$ cat src/rtl/ram_mp_pkg.sv
// ram_mp_pkg: shared types and byte-merge helpers for the multi-port RAM
package ram_mp_pkg;

    typedef enum logic {CLEAR, READY} state_t;

    localparam int MAX_W  = 256;
    localparam int MAX_BE = MAX_W / 8;

    function automatic int be_width(input int data_w);
        return data_w / 8;
    endfunction

    function automatic logic [MAX_W-1:0] merge_bytes(
        input logic [MAX_W-1:0]  old_w,
        input logic [MAX_W-1:0]  new_w,
        input logic [MAX_BE-1:0] be
    );
        logic [MAX_W-1:0] r;
        for (int k = 0; k < MAX_BE; k++)
            r[8*k +: 8] = be[k] ? new_w[8*k +: 8] : old_w[8*k +: 8];
        return r;
    endfunction

endpackage

$ cat src/rtl/ram_clear_seq.sv
// ram_clear_seq: walks every address writing zero after reset or a clr request
module ram_clear_seq
    import ram_mp_pkg::*;
#(
    parameter int ADDR_W = 3
) (
    input  logic              clk,
    input  logic              reset,
    input  logic              clr,
    output logic              clr_we,
    output logic [ADDR_W-1:0] clr_addr,
    output logic              ready,
    output logic              busy
);

    state_t            state;
    logic [ADDR_W-1:0] clr_ptr;

    // Sequence through all addresses, then hand control back; clr restarts from zero
    always_ff @(posedge clk) begin
        if (reset) begin
            state   <= CLEAR;
            clr_ptr <= '0;
            busy    <= 1'b1;
        end else if (state == CLEAR) begin
            clr_ptr <= clr_ptr + 1'b1;
            if (clr_ptr == '1) begin
                state <= READY;
                busy  <= 1'b0;
            end
        end else if (clr) begin
            state   <= CLEAR;
            clr_ptr <= '0;
            busy    <= 1'b1;
        end
    end

    assign clr_we   = (state == CLEAR) && !reset;
    assign clr_addr = clr_ptr;
    assign ready    = (state == READY);

endmodule

$ cat src/rtl/ram_mp_param.sv
// ram_mp_param: parametrised byte-enable RAM with NUM_RD registered read ports
module ram_mp_param
    import ram_mp_pkg::*;
#(
    parameter int DATA_W = 16,
    parameter int ADDR_W = 3,
    parameter int NUM_RD = 2,
    parameter int BYPASS = 1
) (
    input  logic                         clk,
    input  logic                         reset,
    input  logic                         wr,
    input  logic [ADDR_W-1:0]            wr_addr,
    input  logic [be_width(DATA_W)-1:0]  wr_be,
    input  logic [DATA_W-1:0]            d_in,
    input  logic                         clr,
    input  logic [NUM_RD-1:0]            rd_en,
    input  logic [NUM_RD*ADDR_W-1:0]     rd_addr,
    output logic [NUM_RD*DATA_W-1:0]     d_out,
    output logic [NUM_RD-1:0]            rd_valid,
    output logic                         busy,
    output logic                         wr_drop
);

    localparam int DEPTH = 2 ** ADDR_W;

    logic [DATA_W-1:0] mem [DEPTH];
    logic              clr_we;
    logic [ADDR_W-1:0] clr_addr;
    logic              ready;
    logic [DATA_W-1:0] merged;

    ram_clear_seq #(.ADDR_W(ADDR_W)) u_clr (
        .clk      (clk),
        .reset    (reset),
        .clr      (clr),
        .clr_we   (clr_we),
        .clr_addr (clr_addr),
        .ready    (ready),
        .busy     (busy)
    );

    // New word at wr_addr: shared by the array write and the write-first bypass
    assign merged = DATA_W'(merge_bytes(MAX_W'(mem[wr_addr]), MAX_W'(d_in), MAX_BE'(wr_be)));

    // Array update: clear sequencer owns the port in CLEAR, user writes in READY
    always_ff @(posedge clk) begin
        if (!reset) begin
            if (clr_we)
                mem[clr_addr] <= '0;
            else if (ready && wr)
                mem[wr_addr] <= merged;
        end
    end

    // Flag writes that arrive while the clear is running
    always_ff @(posedge clk) begin
        if (reset)
            wr_drop <= 1'b0;
        else
            wr_drop <= wr && !ready;
    end

    for (genvar i = 0; i < NUM_RD; i++) begin : g_rd
        logic [ADDR_W-1:0] a;
        logic [DATA_W-1:0] q;
        logic              v;
        logic              hit;

        assign a   = rd_addr[i*ADDR_W +: ADDR_W];
        assign hit = (BYPASS != 0) && wr && (wr_addr == a);

        // Registered read; data holds whenever the port is idle or the RAM is clearing
        always_ff @(posedge clk) begin
            if (reset) begin
                q <= '0;
                v <= 1'b0;
            end else begin
                v <= ready && rd_en[i];
                if (ready && rd_en[i])
                    q <= hit ? merged : mem[a];
            end
        end

        assign d_out[i*DATA_W +: DATA_W] = q;
        assign rd_valid[i]               = v;
    end

endmodule

$ cat config.mk
export PLATFORM = sky130hd
export DESIGN_NAME = ram_mp_param
export DESIGN_NICKNAME = d
export VERILOG_FILES = /design/src/rtl/ram_mp_pkg.sv /design/src/rtl/ram_clear_seq.sv /design/src/rtl/ram_mp_param.sv
export SDC_FILE = /design/constraint.sdc
export NUM_CORES = 1
export LEC_CHECK = 0
export BUFFER_PORTS_ARGS = -buffer_cell sky130_fd_sc_hd__buf_4
export CORE_ASPECT_RATIO = 2
export CORE_MARGIN = 3
export CORE_UTILIZATION = 50
export DETAILED_ROUTE_END_ITERATION = 10
export PLACE_DENSITY = 0.72
export SYNTH_ARGS = -nofsm -noshare
export SYNTH_HDL_FRONTEND = slang
export SYNTH_SLANG_ARGS = --single-unit
$ cat constraint.sdc
create_clock -name clk -period 2.2 [get_ports clk]
set_clock_uncertainty 0.2 [all_clocks]
set_input_delay 0.11 -clock clk [delete_from_list [all_inputs] [get_ports clk]]
set_output_delay 0.11 -clock clk [all_outputs]
set_load 0.05 [all_outputs]
[After elaboration in Yosys (flattened, before gate mapping)]
Memories as Yosys holds them, arrays and structs flattened. A register that Yosys moved wholly into a read port is not among the register bits.
Index checks and enable logic that the tools add are counted.
Storage, ports and cells
  output and inout bits: 36
  word-level logic and storage cells: 41
  register bits after elaboration: 8
  bits in writable memories: 128
  memories: 1
  bits of input ports: 33
Cells by class
  reduce and logical (&&, ||, !) cells: 10
  add/subtract/negate cells: 1
  bitwise gates (word level): 1
  equality and inequality tests: 2
  mux-type cells: 20
Memory list
  mem: words 8, width 16, read ports 3, clocked after memory_dff 2, write ports 1, line ram_mp_param.sv:27  | logic [DATA_W-1:0] mem [DEPTH];
Operators by type and width (number)
  $mux 16: 1
  $mux 8: 2
  $reduce_or 16->1: 1
  $mux 1: 14
  $mux 3: 3
  $logic_and 1x1->1: 5
  $add 3x1->3 const B: 1
  $eq 3x3->1 const B: 1
  $logic_not 1->1: 2
  $ne 2x2->1 const B: 1
  $reduce_and 2->1: 1
  $reduce_bool 2->1: 1
  $not 1->1: 1

[Depth between registers and ports, before layout]
Gate-level depths: netlist of run 1.
  depth after elaboration: 7
  gate-level depth with buffers: 9
  gate-level depth less buffers: 5

[Modules after synthesis]
From an unflattened synthesis of run 1, not the netlist that was laid out.
Unflattened totals
  cells, all modules: 623
  area total of the unflattened synthesis: 8932.3 sq um
Modules (own cells, without submodules)
  ram_mp_param: area an instance 8694.6 sq um, sequential area each 4544.4 sq um, cells an instance 599, times used 1
  ram_clear_seq: area an instance 237.7 sq um, sequential area each 100.1 sq um, cells an instance 24, times used 1

[Worst setup path before layout of run 1]
Ideal clock, no wire load.
  path kind: register to register
  from: reg u_clr.state, in the netlist u_clr.ready
  to: mem mem[6][0] (enable)
  clock period less this slack: 2.427 ns
  library setup time: 0.388 ns
  arrival time: 1.839 ns
  data required time: 1.612 ns
  cell stages (with the launch flop): 7
  path buffers: 2
  slack: -0.227 ns
  cell sequence: dfxtp_1 -> nand3b_1 -> buf_2 -> buf_2 -> and3_1 -> a21oi_1 -> nor2_1
On the way
  cells in the longest elaborated chain, start to end: 7
  elaborated cells on any way between the ends: 13
  classes of those cells: mux: 9; bitwise: 1; reduce/logical: 3
Ends and longest elaborated chain
  start: declaration: line ram_clear_seq.sv:16  | state_t state;
  start signal: assignment: line ram_clear_seq.sv:22  | state <= CLEAR;
  start signal: assignment: line ram_clear_seq.sv:28  | state <= READY;
  start signal: assignment: line ram_clear_seq.sv:32  | state <= CLEAR;
  $logic_and 1x1->1 or $not 1->1 (tied branches): line ram_mp_param.sv:51, ram_clear_seq.sv:38
  $mux 1 or $logic_and 1x1->1 (tied branches): line ram_mp_param.sv:51, ram_clear_seq.sv:38
  $mux 1: line ram_mp_param.sv:49  | if (clr_we)
  $mux 1: line ram_mp_param.sv:48  | if (!reset) begin
  $mux 1 (not written as such): line ram_mp_param.sv:52  | mem[wr_addr] <= merged;
  $reduce_or 16->1 (no source line)
  $mux 3 (no source line) or $mux 1 (tied branches)
  end: declaration: line ram_mp_param.sv:27
Several ways; a longest one is shown, not always the timed one.

==> out/metrics.cfg, run 1 <==
[run_status]
outcome = finished with violations
violations = negative hold slack

[route]
dr.pass1.iters = 6
dr_total_vias = 6514
wirelength_um = 27200
viasPerCell = 6.850
wire_per_inst_um = 28.60
final_antenna_net_count = 0
drtIter0Drc = 671
drc = 0

[global_route]
track_usage_pct = 28.42
grt_pass1_wl_um = 40420
grt_max_degree = 23
grt_pass1_vias = 7017
grt-ovfl-total = 0
antenna_found_initial = 0

[synth]
yosys-top-cells-area = edfxtp_1 43%, mux4_2 16%, dfxtp_1 8.9%
synth-seq-area-share_pct = 51.77
synth.most_common_cell = edfxtp_1
ys_types = 42
synth_area_per_cell_um2 = 14.61
yosys-top-cells-count = 128 x edfxtp_1, 64 x mux2_2, 64 x mux4_2
netlist_area_um2 = 8971
ys_ff_latch = 168
synth_top_cell_by_area = edfxtp_1
yosysWarnings = 0
ys_async_sr_fraction_pct = 0
synth_top_area_share_pct = 42.85
synth_edf_count = 128
syn-num-nets = 649
synthesis.instances = 614
synth_ff_type = edfxtp_1

[cells_and_area]
drive_gt1_share_pct = 43.86
final_cell_count_no_fill = 951
final_core_util_pct = 62.78
final_nets = 763
antenna_cells = 0
area_delta_synth_final_pct = 22.05

[sta]
worst_pin_slew_ns = 0.7072
timing_hold_violations_final = 16
setup_ws_ns = 0.1415
hold_slack_ns = -0.02161
rsz0062_at_grt = no
setup_violations = 0
finalCritPeriodShare_pct = 93.57
report.final.slew_viol_count = 0
timing.fmax_mhz = 485.8
min_period_ns = 2.059
maxSlewHeadroom_pct = 52.86

[clocking]
cts_max_path_buffers = 2
clock-sinks = 168
h-tree-depth = 4
clock_latency_ns = 0.44
cts_tree = done
cts_root_buf = clkbuf_16
cts_buffers = 17
clk_pin_slew_ns = 0.06

[power_and_ir_drop]
leakagePower_nw = 4.097
vdd_drop_max_mv = 0.5041
p_total_mw = 7.481
power_density_nw_per_um2 = 683.2

[placement]
port_buffers = 68
placed_cells = 898
place_hpwl_um = 17580
place_ws_ns = -0.1587
routabilityCongestion = 0.8598

[die]
start_util_pct = 51.43
rows = 68
coreArea_um2 = 17440
die_w_um = 100.7
dieArea_um2 = 19680
die_h_um = 195.4
ioPinCount = 69

[critical_path]
worst-setup-path-type = input port to register
endpoint_kind = register
worst_setup_path_start_kind = input port
critPathRequiredTime_ns = 2.35
cp_max_fo = 16
crit_arrival_ns = 2.21

[flow_run]
drv_cap = 0

[hold_path]
hold_class = input port to register

[registers in the layout (all words and copies together), names as in the netlist]
name            count
mem               128
g_rd.v              2
u_clr.clr_addr      3
u_clr.ready         1
wr_drop             1
u_clr.busy          1
g_rd.q             32
[per-stage QoR]
step	setup TNS [ns]	cell area (um^2)
finish	0	10950
global route	0	10950
CTS	0	10820
detailed placement	-3.523	10020
global placement	-0.7302	10020
floorplan	-11.50	8976
[timing repair]
| item | 4_1_cts | 5_1_grt |
|---|---|---|
| gates resized for setup | 4 | 9 |
| endpoints found under the setup margin | 31 | 79 |
| pin swaps | 0 | 0 |
| hold buffers | 16 | 2 |
| hold endpoints to repair | 99 | 9 |
| setup buffers | 0 | 3 |
[layout by cell type (no fill, tap or decap), types with 16 or more instances in the layout]
cell,Yosys,layout
dfxtp_1,40,40
nand4_1,16,16
mux4_2,64,64
a21oi_1,25,25
o221ai_1,16,16
nand2_1,36,36
a222oi_1,16,16
buf_4,5,124
mux2_2,64,64
inv_1,32,32
clkbuf_16,0,17
edfxtp_1,128,128
mux2i_1,33,33
dlygate4sd3_1,0,18
[routing by layer]
layer  part of all wire (%)  global-route usage [%]
met3                    7.9                   6.078
met1                     31                   30.55
met2                     54                   48.79
met4                    6.2                   18.99
met5                      0                       0
[critical path, stage by stage]
cell and delay, ns:
buf_4 0.11, dlygate4sd3_1 0.55, buf_4 0.19, o32a_1 0.37, nor3b_4 0.21, buf_4 0.37
nand4_1 0.14, o211ai_1 0.14
[worst paths after layout]
path / slack [ns] / start / to / cells past startpoint
max reg2reg: 0.14 / u_clr.ready / g_rd[0].q[9] / 7
max: 0.14 / reset / g_rd[0].q[9] / 8
min reg2reg: 0.26 / g_rd[1].q[4] / g_rd[1].q[4] / 2
min: -0.02 / d_in[8] / mem[7][8] / 3
[logic make-up (layout without fill, tap and decap cells)]
| kind of cell | after synthesis | in the layout | share of synthesized area, % |
|---|---|---|---|
| fa+ha+maj | 2 | 2 | 0.2789 |
| compound gates | 98 | 98 | 9.735 |
| buf+inv | 87 | 214 | 4.561 |
| mux | 161 | 161 | 27.78 |
| simple gates | 92 | 92 | 5.202 |
| xor+xnor | 6 | 6 | 0.6695 |
| flops | 168 | 168 | 51.77 |
[report_power, final]
part / total [mW] / switching, mW / internal [mW]
Clock: 3.14 / 1.33 / 1.81
Combinational: 0.853 / 0.463 / 0.390
Sequential: 3.49 / 0.0435 / 3.44
[layout make-up]
type | count | area (um^2)
clock inverters | 15 | 190.2
clock buffers | 17 | 425.4
flip-flops and latches | 168 | 4644
inverters | 32 | 120.1
fillers | 1242 | 6492
repair buffers | 150 | 1271
well taps | 210 | 262.8
multi-input cells | 359 | 4035
(Power assumes the default switching activity.)
==> run 2, diff against run 1 <==
--- a/config.mk
+++ b/config.mk
@@ -5,6 +5,7 @@
 export SDC_FILE = /design/constraint.sdc
 export NUM_CORES = 1
 export LEC_CHECK = 0
+export ABC_AREA = 1
 export BUFFER_PORTS_ARGS = -buffer_cell sky130_fd_sc_hd__buf_4
 export CORE_ASPECT_RATIO = 2
 export CORE_MARGIN = 3
==> out/metrics.cfg, run 2 <==
[run_status]
outcome = complete, no violations  ; was finished with violations

[global_route]
grt-ovfl-total = 0  ; unchanged
grt_max_degree = 66  ; was 23
track_usage_pct = 31.74  ; was 28.42%
grt_pass1_wl_um = 52020  ; was 40,420 um
antenna_found_initial = 0  ; unchanged
grt_pass1_vias = 9537  ; was 7,017

[clocking]
cts_tree = done  ; unchanged
cts_max_path_buffers = 2  ; unchanged
clock_latency_ns = 0.43  ; was 0.44 ns
cts_buffers = 17  ; unchanged
clk_pin_slew_ns = 0.07  ; was 0.06 ns
cts_root_buf = clkbuf_16  ; unchanged
h-tree-depth = 4  ; unchanged
clock-sinks = 168  ; unchanged

[die]
die_h_um = 202.6  ; was 195.4 um
die_w_um = 104.3  ; was 100.7 um
ioPinCount = 69  ; unchanged
coreArea_um2 = 18920  ; was 17,440 um^2
start_util_pct = 51.08  ; was 51.43%
dieArea_um2 = 21140  ; was 19,680 um^2
rows = 71  ; was 68

[synth]
netlist_area_um2 = 9666  ; was 8971 um^2
synth_top_family_by_area = simple AND/OR/NAND/NOR gates  ; was multiplexers
synthesis.instances = 1335  ; was 614
synthAdderAreaFrac_pct = 0.2589  ; was 0.2789%
yosys-top-cells-area = edfxtp_1 40%, nand2_1 20%, nand3_1 20%  ; was edfxtp_1 43%, mux4_2 16%, dfxtp_1 8.9%
yosys-top-cells-count = 527 x nand2_1, 380 x nand3_1, 128 x edfxtp_1  ; was 128 x edfxtp_1, 64 x mux2_2, 64 x mux4_2
synth_area_per_cell_um2 = 7.240  ; was 14.61 um^2
ys_async_sr_fraction_pct = 0  ; unchanged
synth-seq-area-share_pct = 48.05  ; was 51.77%
synth_compound_area_share_pct = 2.045  ; was 9.735%
ys_ff_latch = 168  ; unchanged
ys_types = 22  ; was 42
synth_top_area_share_pct = 39.77  ; was 42.85%
yosysWarnings = 0  ; unchanged
synth_edf_count = 128  ; unchanged
synth_ff_type = edfxtp_1  ; unchanged
syn-num-nets = 1370  ; was 649
synthMuxAreaShare_pct = 0  ; was 27.78%
synth_top_cell_by_area = edfxtp_1  ; unchanged
synth_xor_area_share_pct = 0  ; was 0.6695%
synth.most_common_cell = nand2_1  ; was edfxtp_1
synthSimpleGateAreaFrac_pct = 42.91  ; was 5.202%

[flow_run]
drv_cap = 0  ; unchanged

[cells_and_area]
drive_gt1_share_pct = 12.23  ; was 43.86%
largest_register_ff_count = 128  ; unchanged
area_delta_synth_final_pct = 17.18  ; was 22.05%
antenna_cells = 0  ; unchanged
final_common_cell = nand2_1  ; was edfxtp_1
max_flop_register = mem  ; unchanged
final_nets = 1420  ; was 763
mostFrequentLayoutCells = 527 x nand2_1, 380 x nand3_1, 128 x edfxtp_1  ; was 128 x edfxtp_1, 124 x buf_4, 64 x mux2_2, 64 x mux4_2, 40 x dfxtp_1

[placement]
routabilityCongestion = 0.9434  ; was 0.8598
port_buffers = 68  ; unchanged
place_hpwl_um = 22170  ; was 17,580 um

[critical_path]
worst-setup-path-type = register to register  ; was input port to register
endpoint_kind = register  ; unchanged
r2r.worst_path.cells = 5  ; was 7
cp_max_fo = 11  ; was 16
crit_arrival_ns = 1.98  ; was 2.21 ns
worst_setup_path_start_kind = register  ; was input port
critPathRequiredTime_ns = 2.12  ; was 2.35 ns
r2r_slack_ns = 0.14  ; about the same

[sta]
final.setup.tns_ns = 0  ; unchanged
report.final.slew_viol_count = 0  ; unchanged
timing_hold_violations_final = 0  ; was 16
maxSlewHeadroom_pct = 56.98  ; was 52.86%
setup_violations = 0  ; unchanged
worst_pin_slew_ns = 0.6446  ; was 0.7072 ns
min_period_ns = 2.064  ; was 2.059 ns
timing.fmax_mhz = 484.4  ; was 485.8 MHz
rsz0062_at_grt = no  ; unchanged
finalCritPeriodShare_pct = 93.83  ; was 93.57%

[power_and_ir_drop]
vdd_drop_max_mv = 0.6106  ; was 0.5041 mV
p_total_mw = 7.534  ; was 7.481 mW
leakagePower_nw = 4.906  ; was 4.097 nW
power_density_nw_per_um2 = 665.2  ; was 683.2 nW/um^2

[route]
drc = 0  ; unchanged
viasPerCell = 6.033  ; was 6.850
drtIter0Drc = 1324  ; was 671
wire_per_inst_um = 20.51  ; was 28.60 um
wirelength_um = 33900  ; was 27,200 um
final_antenna_net_count = 0  ; unchanged
dr.pass1.iters = 6  ; unchanged
dr_total_vias = 9972  ; was 6,514

[hold_path]
hold_class = input port to register  ; unchanged
hold_depth = 7  ; was 3

-- run 2: path summary, 6_finish.rpt --
path	startpoint	to
min	d_in[7]	g_rd[0].q[7]
max reg2reg	u_clr.ready	mem[7][10]
min reg2reg	g_rd[1].q[4]	g_rd[1].q[4]
max	u_clr.ready	mem[7][10]
-- run 2: cell type report --
class,instances,area [um^2]
clock buffer,20,478.0
timing repair buffer,124,1116
fill,1687,7596
inverter,69,259.0
clock inverter,12,102.6
sequential,168,4646
tap,255,319.1
multi-input combinational,1005,4405
-- run 2: per-layer routing --
layer,vias up,track usage [%],share of wire (%)
met5,-,0,0
met4,0,21.07,6.1
met3,186,6.586,11
met2,761,53.38,49
met1,4486,36.18,34
li1,4539,-,-
-- run 2: worst max-delay path, cell delays in order (launching register included) --
cell     delay (ns)
dfxtp_2        0.44
nand2_1        0.11
a21oi_1        0.27
nand3_1        0.27
nor2_2         0.19
buf_4          0.27
-- run 2: timing repair --
item,4_1_cts,5_1_grt
setup buffers,0,2
pin swaps,0,2
resized for setup,1,5
endpoints found under the hold margin,27,0
hold buffers,6,0
setup endpoints to repair,15,150
-- run 2: where the power goes --
| part | internal (mW) | total [mW] | switching [mW] |
|---|---|---|---|
| Clock | 1.61 | 2.96 | 1.35 |
| Sequential | 3.44 | 3.49 | 0.0469 |
| Combinational | 0.349 | 1.09 | 0.737 |
| Total | 5.40 | 7.53 | 2.13 |
-- run 2: cell families (layout without fill, tap and decap cells) --
family                     Yosys count  count (layout)
AOI/OAI and AO/OA                   39              39
adders and majority gates            2               2
buffers and inverters              162             225
DFF                                168             168
and+or+nand+nor                    964             964
-- run 2: stage by stage --
stage                     std cells  area, um^2  util (%)  setup WS [ns]  hold WS, ns
after floorplan                1335        9668         -       -0.03803      0.02610
after global placement         1613       10650     56.27        0.06697       0.1509
after detailed placement       1613       10650     56.27       -0.01846       0.1596
after CTS                      1651       11290     59.68        0.02923      0.05254
after global routing           1653       11330     59.86        0.04014       0.1079
final                          1653       11330     59.86         0.1356      0.07325
